### src/rtl/phase_dwell_timer.sv
// Dwell timer driving the up/dn/r controls of a 2-bit traffic phase counter.
// It times each phase read back on phase_in and also handles emergency override and manual step-back.
module phase_dwell_timer #(
    parameter int CW           = 8,
    parameter int TICK_DIV     = 1,
    parameter int GREEN_TICKS  = 20,
    parameter int YELLOW_TICKS = 4,
    parameter int RED_TICKS    = 20,
    parameter int ALLRED_TICKS = 2
) (
    input  logic          clk,
    input  logic          clr,
    input  logic          en,
    input  logic [1:0]    phase_in,
    input  logic          emerg_req,
    input  logic          back_req,
    output logic          up,
    output logic          dn,
    output logic          r,
    output logic [CW-1:0] remain,
    output logic          busy
);

    localparam int PW = (TICK_DIV > 1) ? $clog2(TICK_DIV) : 1;
    localparam logic [PW-1:0] PRESC_LAST = PW'(TICK_DIV - 1);

    // A dwell that truncates to zero would never expire cleanly, so it becomes one tick.
    function automatic logic [CW-1:0] clamp_dwell(input int ticks);
        logic [CW-1:0] t;
        t = CW'(ticks);
        return (t == CW'(0)) ? CW'(1) : t;
    endfunction

    localparam logic [CW-1:0] GREEN_D  = clamp_dwell(GREEN_TICKS);
    localparam logic [CW-1:0] YELLOW_D = clamp_dwell(YELLOW_TICKS);
    localparam logic [CW-1:0] RED_D    = clamp_dwell(RED_TICKS);
    localparam logic [CW-1:0] ALLRED_D = clamp_dwell(ALLRED_TICKS);

    function automatic logic [CW-1:0] dwell_sel(input logic [1:0] ph);
        logic [CW-1:0] d;
        case (ph)
            2'b00:   d = GREEN_D;
            2'b01:   d = YELLOW_D;
            2'b10:   d = RED_D;
            2'b11:   d = ALLRED_D;
            default: d = GREEN_D;
        endcase
        return d;
    endfunction

    typedef enum logic [2:0] {
        IDLE  = 3'd0,
        LOAD  = 3'd1,
        RUN   = 3'd2,
        STEP  = 3'd3,
        BACK  = 3'd4,
        EMERG = 3'd5
    } state_t;

    state_t        state_r, state_s;
    logic [CW-1:0] remain_r, remain_s;
    logic [PW-1:0] presc_r, presc_s;
    logic          tick_s;
    logic          up_r, dn_r, r_r, busy_r;

    assign tick_s = (presc_r == PRESC_LAST);

    // Next-state, dwell countdown and prescaler update.
    always_comb begin
        state_s  = state_r;
        remain_s = remain_r;
        presc_s  = presc_r;
        case (state_r)
            IDLE: begin
                if (en) begin
                    state_s = LOAD;
                end else begin
                    state_s = IDLE;
                end
            end
            LOAD: begin
                remain_s = dwell_sel(phase_in);
                presc_s  = PW'(0);
                state_s  = RUN;
            end
            RUN: begin
                presc_s = tick_s ? PW'(0) : presc_r + PW'(1);
                if (emerg_req) begin
                    state_s = EMERG;
                end else if (!en) begin
                    remain_s = CW'(0);
                    state_s  = IDLE;
                end else if (back_req) begin
                    state_s = BACK;
                end else if (tick_s && (remain_r > CW'(1))) begin
                    remain_s = remain_r - CW'(1);
                end else if (tick_s) begin
                    // Also catches a zero remain, so the count can never wrap below zero.
                    remain_s = CW'(0);
                    state_s  = STEP;
                end else begin
                    remain_s = remain_r;
                end
            end
            STEP: begin
                state_s = LOAD;
            end
            BACK: begin
                state_s = LOAD;
            end
            EMERG: begin
                if (emerg_req) begin
                    state_s = EMERG;
                end else begin
                    state_s = LOAD;
                end
            end
            default: begin
                state_s  = IDLE;
                remain_s = CW'(0);
                presc_s  = PW'(0);
            end
        endcase
    end

    // State register; outputs are registered from the next state so they track state exactly.
    always_ff @(posedge clk) begin
        if (clr) begin
            state_r  <= IDLE;
            remain_r <= CW'(0);
            presc_r  <= PW'(0);
            up_r     <= 1'b0;
            dn_r     <= 1'b0;
            r_r      <= 1'b0;
            busy_r   <= 1'b0;
        end else begin
            state_r  <= state_s;
            remain_r <= remain_s;
            presc_r  <= presc_s;
            up_r     <= (state_s == STEP);
            dn_r     <= (state_s == BACK);
            r_r      <= (state_s == EMERG);
            busy_r   <= (state_s != IDLE);
        end
    end

    assign up     = up_r;
    assign dn     = dn_r;
    assign r      = r_r;
    assign remain = remain_r;
    assign busy   = busy_r;

endmodule

### config.mk
export PLATFORM = sky130hd
export DESIGN_NAME = phase_dwell_timer
export DESIGN_NICKNAME = d
export VERILOG_FILES = /design/src/rtl/phase_dwell_timer.sv
export SDC_FILE = /design/constraint.sdc
export NUM_CORES = 1
export LEC_CHECK = 0
export CORE_MARGIN = 1
export CORE_UTILIZATION = 45
export CTS_CLUSTER_SIZE = 40
export DETAILED_ROUTE_END_ITERATION = 8
export PLACE_DENSITY = 0.79
export SKIP_CTS_REPAIR_TIMING = 1
export SYNTH_ARGS = -nofsm -noshare
export SYNTH_HDL_FRONTEND = slang
export SYNTH_SLANG_ARGS = --single-unit
### constraint.sdc
create_clock -name clk -period 3.22 [get_ports clk]
set_input_delay 0.322 -clock clk [delete_from_list [all_inputs] [get_ports clk]]
set_output_delay 0.322 -clock clk [all_outputs]
set_load 0.02 [all_outputs]
==> key figures <==
Outcome
  • Status: complete, no violations

Finish
  • Finished Core Util: 61.36%
  • ANT cells: 0
  • Final nets: 131
  • Layout cell share with drive strength beyond 1: 5.785%
  • Layout Area Growth over Synthesis: 25.51%

Logic synthesis
  • Ys async rst share: 0%
  • EDFF count, synth: 0
  • Synth area leader: dfxtp_1
  • Dominant cell by count in the synthesized netlist: dfxtp_1
  • Synth Register Bits: 15
  • Yosys cell types: 39
  • Synth warnings: 0
  • Synth top area share: 35.19%
  • Post-Syn Nets: 113
  • Register area share after synthesis: 35.19%
  • Synth area leaders: dfxtp_1, o31ai_1, a21oi_1
  • Syn Area/Cell: 8.205 sq um
  • Post-Syn Area: 853.3 sq um
  • Commonest register cell after synthesis: dfxtp_1
  • Syn Inst Count: 104
  • Synth cell count leaders: dfxtp_1, inv_1, a21oi_1, nand2_1, nor2_1

GRT
  • First-pass GRT wire length: 2960 microns
  • Routing usage on met1: 28.81%
  • GR peak layer: met1
  • Vias in the first global route: 671
  • Antenna violations before repair: 0
  • Global route overflow: 0
  • Largest net degree at the start of global routing: 15
  • Tot GR Track Use: 19.42%
  • Grt met3 use: 4.365%
  • Met2 GRT Util: 28.29%

Die
  • Die boundary width: 45.55 microns
  • Initial Utilization: 48.89%
  • Chip Height: 45.55 microns
  • Top Ports: 19
  • Die area: 2074 sq um
  • CORE AREA: 1745 sq um
  • Rows: 15

Pwr
  • Pleak: 0.4111 nW
  • Maximum VDD drop: 186.4 uV
  • Pwr Total: 442.0 uW
  • PwrDens: 412.7 nW/um^2

Routing
  • Drt wl/cell: 13.10 microns
  • Routed wire length: 1912 microns
  • Post-route DRC: 0
  • Vias: 854
  • First-pass DRT Iterations: 4
  • Vias per inst: 5.849
  • Post-route ant nets: 0
  • DR iter-0 viols: 33

Placement
  • Placer Congestion: 0.8283
  • Post-detail-place hpwl: 1440 microns
  • Port Buffers: 18
  • Post-placement worst setup slack: 0.9265 ns

STA
  • Setup TNS: 0 ns
  • Final WS setup: 1.130 ns
  • Max-slew headroom: 69.18%
  • Final Cycle Share: 64.92%
  • Endpoints failing setup: 0
  • Unrepaired setup endpoints after global routing: false
  • Clock skew: 0.002288 ns
  • Slew Viols, Final: 0
  • Final Hold Fails: 0
  • Worst-Margin Slew: 0.4574 ns
  • Fmax: 478.4 MHz
  • Hold WS: 0.4975 ns
  • Fin crit period: 2.090 ns

Job
  • Max-cap check violation count: 0

Clock network
  • CTS tree: yes
  • Num CTS Buffers: 3
  • Sink Count: 15
  • Clock transition at the registers of the reported paths: 0.09 ns
  • Clk buf depth: 2
  • Root Buffer: clkbuf_4
  • Clk_lat worst skew: 0.27 ns
  • # H-tree levels: 1

Critical path
  • Crit. End Element: register
  • Critical Path Start Type: register
  • WP data required: 3.43 ns
  • WP data arrival: 2.30 ns
  • Crit-path max FO: 13
  • Setup Crit Path Kind: register to register

Hold path
  • Min-delay worst type: register to register
[power breakdown]
part	switching, mW	total [mW]	internal [mW]	leakage, nW
registers	0.0163	0.214	0.198	0.122
logic	0.0655	0.122	0.0567	0.271
clock network	0.0595	0.105	0.0460	0.0177
[state kept, by name, summed over array words and instances (netlist names)]
| register | flops |
|---|---|
| state_r | 3 |
| busy | 1 |
| up | 1 |
| dn | 1 |
| remain | 8 |
| r | 1 |
[cells in the final DEF (no fill, tap or decap), types with 2 or more instances in the layout]
master	synthesis	final
a211oi_1	4	4
a21oi_1	7	7
clkbuf_4	0	3
clkdlybuf4s50_1	0	18
dfxtp_1	15	15
ha_1	2	2
inv_1	8	8
nand2_1	7	7
nand3_1	3	3
nor2_1	7	7
nor3_1	2	2
nor3b_1	2	2
nor4bb_1	2	2
o21ai_0	4	4
o21bai_1	2	2
o31ai_1	5	5
or3_1	3	3
or3b_2	2	2
or4_1	4	4
[path summary, 6_finish.rpt]
| check | start | to | slack [ns] | cells after the start |
|---|---|---|---|---|
| min | remain[0] | remain[0] | 0.50 | 2 |
| min reg2reg | remain[0] | remain[0] | 0.50 | 2 |
| max reg2reg | state_r[0] | remain[7] | 1.13 | 4 |
| max | state_r[0] | remain[7] | 1.13 | 4 |
[stage by stage]
step	cells	instance area [sq um]
2_1_floorplan	104	853.3
3_3_place_gp	142	1044
3_5_place_dp	142	1044
4_1_cts	146	1071
5_1_grt	146	1071
6_report	146	1071
[routing by layer]
metal	routed length (microns)	part of all wire, %
met1	920	48
met2	883	46
met3	107	5.6
met4	1	0.052
met5	0	0
[area by class of cell]
type	count	area, sq um
fillers	160	674.4
multi-input cells	76	501.7
flip-flops and latches	15	300.3
repair buffers	18	180.2
well taps	25	31.28
inverters	8	30.03
clock buffers	3	22.52
clock inverters	1	5.005
[worst max-delay path, cell delays in order, from the launching register on]
cell and delay (ns):
dfxtp_1 0.55, or3b_2 0.52, o211a_1 0.27, or4_1 0.54
a21oi_1 0.15
[cells by family after synthesis]
| logic type | after synthesis | share of synthesized area (%) |
|---|---|---|
| AO/OA/AOI/OAI | 32 | 25.96 |
| adder cells (fa/ha/maj) | 2 | 2.932 |
| buffers and inverters | 13 | 6.012 |
| flip-flops | 15 | 35.19 |
| multiplexers | 1 | 1.173 |
| AND/OR/NAND/NOR | 41 | 28.74 |
Note: power is estimated with default switching activity, not from simulation.
